`src/rtl/uart_fifo_if.sv`:
```
// TileLink-UL channel pair (A request, D response) carrying MMIO accesses to the console UART.
interface uart_fifo_if;
  logic        a_valid;
  logic        a_ready;
  logic [2:0]  a_opcode;
  logic [2:0]  a_param;
  logic [2:0]  a_size;
  logic [3:0]  a_source;
  logic [31:0] a_address;
  logic [7:0]  a_mask;
  logic [63:0] a_data;

  logic        d_valid;
  logic        d_ready;
  logic [2:0]  d_opcode;
  logic [1:0]  d_param;
  logic [2:0]  d_size;
  logic [3:0]  d_source;
  logic        d_denied;
  logic [63:0] d_data;

  modport master (
    output a_valid, a_opcode, a_param, a_size, a_source, a_address, a_mask, a_data, d_ready,
    input  a_ready, d_valid, d_opcode, d_param, d_size, d_source, d_denied, d_data
  );

  modport slave (
    input  a_valid, a_opcode, a_param, a_size, a_source, a_address, a_mask, a_data, d_ready,
    output a_ready, d_valid, d_opcode, d_param, d_size, d_source, d_denied, d_data
  );
endinterface

```
`src/rtl/uart_fifo.sv`:
```
// 16550-style console UART on TileLink: TX/RX FIFOs, paced TX shifter, level irq; UART_DPI_EN adds sim console output.
// D response 1 cycle after A acceptance, one access in flight (a_ready low until d_ready); tx byte held until tx_ready.
module uart_fifo #(
  parameter int TX_DEPTH  = 16,
  parameter int RX_DEPTH  = 16,
  parameter int TX_CYCLES = 4
) (
  input  logic       clk,
  input  logic       rst,
  uart_fifo_if.slave bus,
  output logic       tx_valid,
  output logic [7:0] tx_data,
  input  logic       tx_ready,
  input  logic       rx_valid,
  input  logic [7:0] rx_data,
  output logic       irq
);
  localparam int TAW = $clog2(TX_DEPTH);
  localparam int RAW = $clog2(RX_DEPTH);
  localparam int CW  = $clog2(TX_CYCLES + 1);
  localparam logic [2:0] TL_PUT_F           = 3'd0;
  localparam logic [2:0] TL_GET             = 3'd4;
  localparam logic [2:0] TL_ACCESS_ACK      = 3'd0;
  localparam logic [2:0] TL_ACCESS_ACK_DATA = 3'd1;

  typedef enum logic {S_IDLE, S_BUSY} state_t;
  state_t state, state_nxt;

  logic [1:0]  ier;
  logic [7:0]  lcr, scr, dll, dlm;
  logic [4:0]  mcr;
  logic        oe;
  logic [2:0]  d_opcode_q, d_size_q;
  logic [3:0]  d_source_q;
  logic [63:0] d_data_q;

  logic [7:0]     tx_mem [TX_DEPTH];
  logic [TAW-1:0] tx_wp, tx_rp;
  logic [TAW:0]   tx_cnt;
  logic [7:0]     rx_mem [RX_DEPTH];
  logic [RAW-1:0] rx_wp, rx_rp;
  logic [RAW:0]   rx_cnt;
  logic           sh_busy;
  logic [CW-1:0]  sh_cnt;

  logic       acc, rd, wr, dlab, dr, thre, temt;
  logic       tx_empty, tx_full, rx_empty, rx_full;
  logic       tx_push, tx_pop, tx_clr, rx_push, rx_pop, rx_clr, oe_set;
  logic [2:0] off;
  logic [7:0] wd, rdata, lsr, iir;
  logic       unused_ok;

  assign off       = bus.a_address[2:0];
  assign wd        = bus.a_data[7:0];
  assign unused_ok = ^{bus.a_address[31:3], bus.a_data[63:8], bus.a_param, bus.a_mask};

  always_ff @(posedge clk or posedge rst) begin
    if (rst) state <= S_IDLE;
    else     state <= state_nxt;
  end

  always_comb begin
    state_nxt   = state;
    bus.a_ready = 1'b0;
    bus.d_valid = 1'b0;
    case (state)
      S_IDLE: begin
        bus.a_ready = 1'b1;
        if (bus.a_valid) state_nxt = S_BUSY;
      end
      S_BUSY: begin
        bus.d_valid = 1'b1;
        if (bus.d_ready) state_nxt = S_IDLE;
      end
      default: state_nxt = S_IDLE;
    endcase
  end

  assign acc  = bus.a_valid & (state == S_IDLE);
  assign rd   = acc & (bus.a_opcode == TL_GET);
  assign wr   = acc & (bus.a_opcode == TL_PUT_F);
  assign dlab = lcr[7];

  assign tx_empty = (tx_cnt == '0);
  assign tx_full  = (tx_cnt == (TAW+1)'(TX_DEPTH));
  assign rx_empty = (rx_cnt == '0);
  assign rx_full  = (rx_cnt == (RAW+1)'(RX_DEPTH));
  assign dr   = ~rx_empty;
  assign thre = tx_empty;
  assign temt = thre & ~sh_busy;
  assign lsr  = {1'b0, temt, thre, 3'b000, oe, dr};
  assign iir  = (ier[0] & dr) ? 8'hC4 : (ier[1] & thre) ? 8'hC2 : 8'hC1;
  assign irq  = (ier[0] & dr) | (ier[1] & thre);

  // A full FIFO still takes a push when the same cycle pops it; a clear beats everything.
  assign tx_clr  = wr & (off == 3'd2) & wd[2];
  assign rx_clr  = wr & (off == 3'd2) & wd[1];
  assign tx_pop  = ~sh_busy & ~tx_empty & ~tx_clr;
  assign tx_push = wr & (off == 3'd0) & ~dlab & (~tx_full | tx_pop);
  assign rx_pop  = rd & (off == 3'd0) & ~dlab & ~rx_empty;
  assign rx_push = rx_valid & (~rx_full | rx_pop) & ~rx_clr;
  assign oe_set  = rx_valid & rx_full & ~rx_pop & ~rx_clr;

  always_comb begin
    rdata = 8'h00;
    case (off)
      3'd0:    rdata = dlab ? dll : (rx_empty ? 8'h00 : rx_mem[rx_rp]);
      3'd1:    rdata = dlab ? dlm : {6'b0, ier};
      3'd2:    rdata = iir;
      3'd3:    rdata = lcr;
      3'd4:    rdata = {3'b0, mcr};
      3'd5:    rdata = lsr;
      3'd7:    rdata = scr;
      default: rdata = 8'h00;
    endcase
  end

  always_ff @(posedge clk or posedge rst) begin
    if (rst) begin
      ier <= '0; lcr <= '0; mcr <= '0; scr <= '0; dll <= '0; dlm <= '0; oe <= 1'b0;
      d_opcode_q <= '0; d_size_q <= '0; d_source_q <= '0; d_data_q <= '0;
    end else begin
      if (acc) begin
        d_opcode_q <= (bus.a_opcode == TL_GET) ? TL_ACCESS_ACK_DATA : TL_ACCESS_ACK;
        d_size_q   <= bus.a_size;
        d_source_q <= bus.a_source;
        d_data_q   <= rd ? {56'b0, rdata} : 64'b0;
      end
      if (wr) begin
        case (off)
          3'd0:    if (dlab) dll <= wd;
          3'd1:    if (dlab) dlm <= wd; else ier <= wd[1:0];
          3'd3:    lcr <= wd;
          3'd4:    mcr <= wd[4:0];
          3'd7:    scr <= wd;
          default: ;
        endcase
      end
      // A fresh overrun wins over the clear-on-read of the same cycle.
      if (oe_set)                   oe <= 1'b1;
      else if (rd && off == 3'd5)   oe <= 1'b0;
    end
  end

  assign bus.d_opcode = d_opcode_q;
  assign bus.d_size   = d_size_q;
  assign bus.d_source = d_source_q;
  assign bus.d_data   = d_data_q;
  assign bus.d_param  = 2'b01;
  assign bus.d_denied = 1'b0;

  always_ff @(posedge clk or posedge rst) begin
    if (rst) begin
      tx_wp <= '0; tx_rp <= '0; tx_cnt <= '0;
    end else if (tx_clr) begin
      tx_wp <= '0; tx_rp <= '0; tx_cnt <= '0;
    end else begin
      if (tx_push) tx_wp <= tx_wp + 1'b1;
      if (tx_pop)  tx_rp <= tx_rp + 1'b1;
      if (tx_push && !tx_pop)      tx_cnt <= tx_cnt + 1'b1;
      else if (!tx_push && tx_pop) tx_cnt <= tx_cnt - 1'b1;
    end
  end

  always_ff @(posedge clk or posedge rst) begin
    if (rst) begin
      rx_wp <= '0; rx_rp <= '0; rx_cnt <= '0;
    end else if (rx_clr) begin
      rx_wp <= '0; rx_rp <= '0; rx_cnt <= '0;
    end else begin
      if (rx_push) rx_wp <= rx_wp + 1'b1;
      if (rx_pop)  rx_rp <= rx_rp + 1'b1;
      if (rx_push && !rx_pop)      rx_cnt <= rx_cnt + 1'b1;
      else if (!rx_push && rx_pop) rx_cnt <= rx_cnt - 1'b1;
    end
  end

  always_ff @(posedge clk) begin
    if (tx_push) tx_mem[tx_wp] <= wd;
    if (rx_push) rx_mem[rx_wp] <= rx_data;
  end

  // Shifter: load on pop, count TX_CYCLES down, then present the byte until accepted.
  always_ff @(posedge clk or posedge rst) begin
    if (rst) begin
      sh_busy <= 1'b0; sh_cnt <= '0; tx_valid <= 1'b0; tx_data <= '0;
    end else if (tx_pop) begin
      sh_busy <= 1'b1;
      sh_cnt  <= CW'(TX_CYCLES);
      tx_data <= tx_mem[tx_rp];
    end else if (sh_busy && !tx_valid) begin
      sh_cnt <= sh_cnt - 1'b1;
      if (sh_cnt == CW'(1)) tx_valid <= 1'b1;
    end else if (tx_valid && tx_ready) begin
      tx_valid <= 1'b0;
      sh_busy  <= 1'b0;
    end
  end

`ifdef UART_DPI_EN
  always @(posedge clk) begin
    if (!rst && tx_valid && tx_ready) $display("%c", tx_data);
    if (acc && bus.a_opcode != TL_GET && bus.a_opcode != TL_PUT_F)
      $display("%0t Uart: opcode(%x)", $time, bus.a_opcode);
  end
`endif
endmodule

```
`src/flat_wrapper.sv`:
```
// flat-port wrapper written by rule: the top's interface ports become plain ports
module uart_fifo_flat 
#(
  parameter int TX_DEPTH  = 16,
  parameter int RX_DEPTH  = 16,
  parameter int TX_CYCLES = 4
)
  (clk, rst, tx_valid, tx_data, tx_ready, rx_valid, rx_data, irq, bus_a_valid, bus_a_opcode, bus_a_param, bus_a_size, bus_a_source, bus_a_address, bus_a_mask, bus_a_data, bus_d_ready, bus_a_ready, bus_d_valid, bus_d_opcode, bus_d_param, bus_d_size, bus_d_source, bus_d_denied, bus_d_data);
  uart_fifo_if bus_i ();
  input  logic clk;
  input  logic rst;
  output logic tx_valid;
  output logic [7:0] tx_data;
  input  logic tx_ready;
  input  logic rx_valid;
  input  logic [7:0] rx_data;
  output logic irq;
  input wire logic [$bits(bus_i.a_valid)-1:0] bus_a_valid;
  input wire logic [$bits(bus_i.a_opcode)-1:0] bus_a_opcode;
  input wire logic [$bits(bus_i.a_param)-1:0] bus_a_param;
  input wire logic [$bits(bus_i.a_size)-1:0] bus_a_size;
  input wire logic [$bits(bus_i.a_source)-1:0] bus_a_source;
  input wire logic [$bits(bus_i.a_address)-1:0] bus_a_address;
  input wire logic [$bits(bus_i.a_mask)-1:0] bus_a_mask;
  input wire logic [$bits(bus_i.a_data)-1:0] bus_a_data;
  input wire logic [$bits(bus_i.d_ready)-1:0] bus_d_ready;
  output wire logic [$bits(bus_i.a_ready)-1:0] bus_a_ready;
  output wire logic [$bits(bus_i.d_valid)-1:0] bus_d_valid;
  output wire logic [$bits(bus_i.d_opcode)-1:0] bus_d_opcode;
  output wire logic [$bits(bus_i.d_param)-1:0] bus_d_param;
  output wire logic [$bits(bus_i.d_size)-1:0] bus_d_size;
  output wire logic [$bits(bus_i.d_source)-1:0] bus_d_source;
  output wire logic [$bits(bus_i.d_denied)-1:0] bus_d_denied;
  output wire logic [$bits(bus_i.d_data)-1:0] bus_d_data;
  assign bus_i.a_valid = bus_a_valid;
  assign bus_i.a_opcode = bus_a_opcode;
  assign bus_i.a_param = bus_a_param;
  assign bus_i.a_size = bus_a_size;
  assign bus_i.a_source = bus_a_source;
  assign bus_i.a_address = bus_a_address;
  assign bus_i.a_mask = bus_a_mask;
  assign bus_i.a_data = bus_a_data;
  assign bus_i.d_ready = bus_d_ready;
  assign bus_a_ready = bus_i.a_ready;
  assign bus_d_valid = bus_i.d_valid;
  assign bus_d_opcode = bus_i.d_opcode;
  assign bus_d_param = bus_i.d_param;
  assign bus_d_size = bus_i.d_size;
  assign bus_d_source = bus_i.d_source;
  assign bus_d_denied = bus_i.d_denied;
  assign bus_d_data = bus_i.d_data;
  uart_fifo #(.TX_DEPTH(TX_DEPTH), .RX_DEPTH(RX_DEPTH), .TX_CYCLES(TX_CYCLES)) u_core (.clk(clk), .rst(rst), .bus(bus_i), .tx_valid(tx_valid), .tx_data(tx_data), .tx_ready(tx_ready), .rx_valid(rx_valid), .rx_data(rx_data), .irq(irq));
endmodule
```
`config.mk`:
```
export PLATFORM = sky130hd
export DESIGN_NAME = uart_fifo_flat
export DESIGN_NICKNAME = d
export VERILOG_FILES = /design/src/rtl/uart_fifo_if.sv /design/src/rtl/uart_fifo.sv /design/src/flat_wrapper.sv
export SDC_FILE = /design/constraint.sdc
export NUM_CORES = 1
export LEC_CHECK = 0
export ABC_AREA = 1
export BUFFER_PORTS_ARGS = -buffer_cell sky130_fd_sc_hd__buf_4
export CORE_UTILIZATION = 53
export CTS_BUF_LIST = sky130_fd_sc_hd__clkbuf_8
export DETAILED_ROUTE_END_ITERATION = 10
export PLACE_DENSITY = 0.87
export SLEW_MARGIN = 0
export SYNTH_ARGS = -nofsm -noshare
export SYNTH_HDL_FRONTEND = slang
export SYNTH_SLANG_ARGS = --single-unit
```
`constraint.sdc`:
```
create_clock -name clk -period 3.8 [get_ports clk]
set_clock_uncertainty 0.15 [all_clocks]
set_input_delay 0.76 -clock clk [delete_from_list [all_inputs] [get_ports clk]]
set_output_delay 0.76 -clock clk [all_outputs]
set_load 0.05 [all_outputs]
```
==> results of run 1 <==
==> layout make-up <==
| type | instances | area [sq um] | area share |
|---|---|---|---|
| flip-flops and latches | 352 | 10100 | 0.576 |
| multi-input cells | 1016 | 4720 | 0.269 |
| repair buffers | 108 | 811 | 0.0463 |
| clock buffers | 56 | 771 | 0.0440 |
| well taps | 384 | 480 | 0.0274 |
| inverters | 110 | 415 | 0.0237 |
| clock inverters | 43 | 238 | 0.0136 |
==> sequential cells by signal (all words and copies together), names as in the netlist, 8 cells and up <==
register and flops:
u_core.rx_mem 128, u_core.tx_mem 128, u_core.bus.d_data 8, u_core.dll 8, u_core.dlm 8, u_core.lcr 8, u_core.scr 8, u_core.tx_data 8
==> routing by layer <==
| layer | up-vias | wire length (microns) | global-route usage |
|---|---|---|---|
| met2 | 572 | 17100 | 0.390 |
| met3 | 76 | 2830 | 0.0387 |
| met1 | 5292 | 13200 | 0.290 |
| li1 | 5241 | - | - |
| met5 | - | 0 | 0 |
| met4 | 0 | 1090 | 0.103 |
==> worst paths after layout <==
check	endpoint	slack (ns)	cells after the start
worst max-delay path	u_core.tx_cnt[4]	0.33	18
worst min-delay path	u_core.bus.d_size[0]	0.20	3
worst max register to register	u_core.tx_cnt[4]	0.33	18
worst min register to register	u_core.bus.d_size[1]	0.34	2
max in group asynchronous	u_core.tx_rp[0]	2.48	3
min in group asynchronous	u_core.state	0.23	2
==> through the flow <==
stage | instance area, sq um | util | worst slack [ns]
4_1_cts | 17500 | 0.606 | 0.349
3_5_place_dp | 16500 | 0.571 | 0.0990
6_report | 17500 | 0.606 | 0.333
3_3_place_gp | 16500 | 0.571 | 0.187
5_1_grt | 17500 | 0.606 | 0.0967
2_1_floorplan | 15900 | - | 0.385
==> kinds of logic (layout without fill, tap and decap cells) <==
logic type,Yosys count,in the layout,synth area share
simple gates,717,717,0.187
other cells,2,61,0.000478
compound gates,201,201,0.0714
fa+ha+maj,23,23,0.0193
buf+inv,230,317,0.0712
xor+xnor,14,14,0.00781
flops,352,352,0.642
==> cells in the mapped netlist, types with 6 or more instances <==
cell,n,area (sq um)
nand2_1,419,1570
edfxtp_1,256,7690
nor2_1,181,679
o21ai_0,133,666
inv_1,99,372
dfrtp_1,96,2400
nand3_1,82,410
buf_4,61,458
clkbuf_1,42,158
o211ai_1,33,248
ha_1,21,263
a21oi_1,18,90.1
nor3_1,13,65.1
nand4_1,11,68.8
xor2_1,11,96.3
a31oi_1,9,56.3
buf_2,9,45.0
clkinv_1,7,26.3
buf_1,6,22.5
==> worst min-delay path: stages <==
cell,delay [ns]
buf_4,0.07
nand2_1,0.04
nand2_1,0.04
==> power by group through the flow <==
| stage | logic [mW] | registers (mW) | clock network [mW] |
|---|---|---|---|
| after floorplan | 2.17 | 4.94 | 0 |
| after global placement | 2.91 | 4.89 | 0 |
| after detailed placement | 3.05 | 4.91 | 0 |
| after CTS | 3.09 | 4.84 | 2.95 |
| after global routing | 3.44 | 4.90 | 3.12 |
| final | 3.10 | 4.85 | 2.92 |
==> impl_metrics.csv, run 1 <==
group,metric,value,unit
run_status,status,"finished clean",
synthesis,synth_seq_cells,352,
global_routing,antenna_found_initial,0,
floorplanning,coreArea,0.0289,sq mm
setup_path,startpoint,"u_core.tx_cnt[1]",
clock_tree,cts_buffers,53,
drt,drt-initial-drc-count,1206,
power,seqPwrFrac,0.446,
clock_tree,post_cts_buffers,0,
flow_run,maxCapViolCount,0,
sta,rsz0062_at_grt,"no",
drt,ant_nets,0,
layout,final_nets,1795,
synthesis,synth_edf_count,256,
drt,via_per_inst,5.40,
clock_tree,clk_latency,0.60,ns
setup_path,start_kind,"register",
clock_tree,cts_resized,0,
power,power.switching,3.92,mW
floorplanning,die-area,0.0303,sq mm
synthesis,syn-instance-count,1539,
floorplanning,row_count,62,
drt,routed_wl,34.3,mm
setup_path,crit_top_cell,"inv_1",
layout,antenna_cells,0,
global_routing,grt_use_total,0.230,
setup_path,worst_path_max_delay_cell,"dfrtp_1",
sta,drv_slew,0,
floorplanning,start_util,0.543,
sta,setup_violations,0,
power,total_power,10.9,mW
floorplanning,die_w,174,microns
synthesis,async_reset_ff_frac,0.273,
sta,tns,0,ns
setup_path,critPathArrivalTime,3.79,ns
synthesis,synth_flop_cell,"edfxtp_1",
global_routing,first_global_vias,10900,
place,dp_cells,1970,
clock_tree,clk_path_buf_depth,3,
clock_tree,postCtsHoldBufs,0,
power,power_frac_comb,0.285,
global_routing,grt_max_degree,79,
place,place_congestion,0.893,
layout,final_cells,2069,
floorplanning,io_pins,220,
setup_path,critPathBufInv,5,
sta,whs,0.203,ns
layout,drive_gt1_frac,0.115,
worst_hold_path,hp-class,"input pin to register",
setup_path,path_delay_family,"simple AND/OR/NAND/NOR gates",
power,p_leak,7.46,nW
synthesis,ys_seq_area_frac,0.642,
sta,tightest_slew,0.957,ns
synthesis,syn_area_per_cell,10.2,sq um
place,numPortBuffers,62,
layout,mostFrequentLayoutCells,"419 x nand2_1, 256 x edfxtp_1, 181 x nor2_1",
clock_tree,cts.clk_slew.worst_paths,0.07,ns
drt,firstDrtPassIters,5,
power,p_clk_frac,0.268,
worst_hold_path,min-delay-start,"bus_a_size[0]",
clock_tree,cts_tree,"done",
drt,wl_per_cell,16.6,microns
setup_path,worstPathMaxFanout,17,
setup_path,criticalPathCategory,"register to register",
floorplanning,die_h,174,microns
sta,finalHoldViolations,0,
power,switching_share,0.361,
layout,nFillCells,2203,
power,irDropWorstVdd,0.431,mV
global_routing,grt_pass1_wl,54.5,mm
clock_tree,htree_levels,2,
setup_path,worstSetupEndpointType,"register",
power,powerDensity,620,mW/mm^2
setup_path,crit_required,4.12,ns
synthesis,netlist_area,0.0157,sq mm
power,internal_power,6.94,mW
clock_tree,root_buffer,"clkbuf_8",
place,dpl.hpwl,21.7,mm
drt,vias,11200,
sta,min_period,3.47,ns
setup_path,slowest_delay,0.41,ns
layout,layout_commonest_cell,"nand2_1",
setup_path,crit_chain,"inv_1 -> nand3_1 -> nor2_1 -> inv_1 -> nand2_1 -> inv_1 -> nand2_4 -> nand3_4 -> nand2_4 -> inv_2 -> ha_1 -> inv_1 -> ha_1 -> a21oi_1 -> nor2_1 -> nor2_1 -> xor2_1 -> a21oi_1",
sta,relSlewSlack,0.361,
sta,fmax,288,MHz
global_routing,gr-total-overflow,0,
drt,drc,0,
setup_path,r2r_start,"u_core.tx_cnt[1]",
sta,finalCritPeriodShare,0.912,
synthesis,synth_cell_types,36,
clock_tree,cts_sinks,352,
layout,layout-area-overhead-vs-synth,11.6,%
synthesis,ys_warn_count,0,
Note: power is estimated with default switching activity, not from simulation.
==> run 2: changes to the inputs <==
--- a/config.mk
+++ b/config.mk
@@ -7,10 +7,10 @@
 export LEC_CHECK = 0
 export ABC_AREA = 1
 export BUFFER_PORTS_ARGS = -buffer_cell sky130_fd_sc_hd__buf_4
-export CORE_UTILIZATION = 53
-export CTS_BUF_LIST = sky130_fd_sc_hd__clkbuf_8
+export CORE_UTILIZATION = 55
 export DETAILED_ROUTE_END_ITERATION = 10
-export PLACE_DENSITY = 0.87
+export PLACE_DENSITY = 0.89
+export RECOVER_POWER = 100
 export SLEW_MARGIN = 0
 export SYNTH_ARGS = -nofsm -noshare
 export SYNTH_HDL_FRONTEND = slang
==> impl_metrics.csv, run 2 (synthesis results as in run 1) <==
group,metric,value,unit
floorplanning,row_count,61,
layout,fin_area,0.0174,sq mm
run_status,failed_checks,"max-capacitance violations, max-slew violations",
drt,drt-initial-drc-count,1382,
setup_path,crit_top_cell,"nor2_1",
drt,vias,11200,
clock_tree,postCtsHoldBufs,0,
drt,routed_wl,34.5,mm
floorplanning,die_w,171,microns
sta,drv_slew,123,
global_routing,grt_use_total,0.241,
floorplanning,die-area,0.0292,sq mm
flow_run,maxCapViolCount,2,
setup_path,critPathArrivalTime,3.72,ns
sta,setup_ws,0.324,ns
layout,layout_commonest_cell,"nand2_1",
clock_tree,htree_levels,2,
setup_path,crit_chain,"nor2_1 -> nand3_1 -> nor2_1 -> inv_1 -> nand2_1 -> inv_1 -> nand2_4 -> nand3_4 -> nand2_4 -> inv_2 -> ha_1 -> inv_1 -> ha_1 -> a21oi_1 -> nor2_1 -> nor2_1 -> xor2_1 -> a21oi_1",
place,dp_slack,0.0828,ns
setup_path,start_kind,"register",
drt,via_per_inst,5.56,
layout,nFillCells,2167,
layout,mostFrequentLayoutCells,"419 x nand2_1, 256 x edfxtp_1, 181 x nor2_1",
sta,tns,0,ns
run_status,status,"complete, but fails checks",
floorplanning,coreArea,0.0279,sq mm
drt,drc,0,
sta,finalCritPeriodShare,0.915,
layout,final_nets,1767,
power,powerDensity,660,mW/mm^2
setup_path,reg2reg_slack,0.32,ns
clock_tree,cts_buffers,35,
drt,firstDrtPassIters,6,
setup_path,slowest_delay,0.40,ns
setup_path,criticalPathCategory,"register to register",
clock_tree,cts_sinks,352,
layout,antenna_cells,0,
clock_tree,root_buffer,"clkbuf_16",
clock_tree,cts_resized,0,
layout,layout-area-overhead-vs-synth,10.6,%
global_routing,antenna_found_initial,0,
sta,min_period,3.48,ns
place,dpl.hpwl,21.5,mm
sta,fmax,288,MHz
setup_path,worst_path_max_delay_cell,"dfrtp_1",
power,p_leak,7.12,nW
drt,ant_nets,0,
floorplanning,io_pins,220,
floorplanning,die_h,171,microns
drt,wl_per_cell,17.1,microns
sta,setup_violations,0,
place,place_congestion,0.916,
sta,finalHoldViolations,0,
clock_tree,cts_tree,"done",
setup_path,crit_required,4.05,ns
clock_tree,cts.clk_slew.worst_paths,0.07,ns
clock_tree,post_cts_buffers,0,
global_routing,gr-total-overflow,0,
layout,drive_gt1_frac,0.0580,
setup_path,worstSetupEndpointType,"register",
setup_path,critPathBufInv,4,
floorplanning,start_util,0.562,
sta,whs,0.277,ns
power,irDropWorstVdd,0.675,mV
global_routing,grt_max_degree,79,
place,numPortBuffers,62,
global_routing,grt_pass1_wl,54.6,mm
sta,rsz0062_at_grt,"no",
clock_tree,clk_latency,0.52,ns
setup_path,path_delay_family,"simple AND/OR/NAND/NOR gates",
layout,reg_top3,"u_core.rx_mem (128), u_core.tx_mem (128)",
sta,relSlewSlack,-0.764,
setup_path,worstPathMaxFanout,17,
worst_hold_path,hp-class,"input pin to register",
clock_tree,clk_path_buf_depth,3,
place,place_area,0.0164,sq mm
sta,tightest_slew,2.64,ns
global_routing,first_global_vias,10800,
run 2: power by group:
group / internal (mW) / switching (mW)
Combinational: 0.863 / 2.27
Sequential: 4.49 / 0.270
Clock: 2.14 / 1.44
Total: 7.49 / 3.98
run 2: path summary, 6_finish.rpt:
| kind | startpoint | endpoint | depth (start not counted) |
|---|---|---|---|
| max | u_core.tx_cnt[2] | u_core.tx_cnt[4] | 18 |
| min reg2reg | u_core.bus.d_data[1] | u_core.bus.d_data[1] | 2 |
| min in group asynchronous | rst | u_core.lcr[0] | 2 |
| max in group asynchronous | rst | u_core.tx_rp[0] | 2 |
| max reg2reg | u_core.tx_cnt[2] | u_core.tx_cnt[4] | 18 |
| min | bus_d_ready | u_core.state | 2 |
run 2: per-stage QoR:
| stage | power (mW) | std cells | util |
|---|---|---|---|
| 6_report | 11.5 | 2017 | 0.622 |
| 5_1_grt | 12.0 | 2017 | 0.622 |
| 4_1_cts | 11.6 | 2017 | 0.632 |
| 3_5_place_dp | 7.97 | 1954 | 0.589 |
| 3_3_place_gp | 7.80 | 1954 | 0.589 |
| 2_1_floorplan | 7.11 | 1598 | - |
run 2: metal layers:
layer / routed length, microns / up-vias / global-route usage / share of wire
li1: - / 5172 / - / -
met5: 0 / - / 0 / 0
met4: 1500 / 0 / 0.118 / 0.044
met3: 2890 / 106 / 0.0419 / 0.084
met1: 13400 / 5342 / 0.307 / 0.39
met2: 16600 / 603 / 0.400 / 0.48
run 2: worst register-to-register path, delay by kind of cell (launching register included):
family | cells | cell delay (ns)
fa+ha+maj | 2 | 0.52
compound gates | 2 | 0.22
xor+xnor | 1 | 0.17
flops | 1 | 0.40
buf+inv | 4 | 0.50
simple gates | 9 | 1.39
run 2: cell type report:
cell class	count	area, sq um	share of cell area
Sequential cell	352	10100	0.581
Multi-Input combinational cell	1016	4720	0.272
Clock buffer	46	958	0.0552
Tap cell	378	473	0.0272
Timing Repair Buffer	98	470	0.0271
Inverter	110	413	0.0238
Clock inverter	17	239	0.0138
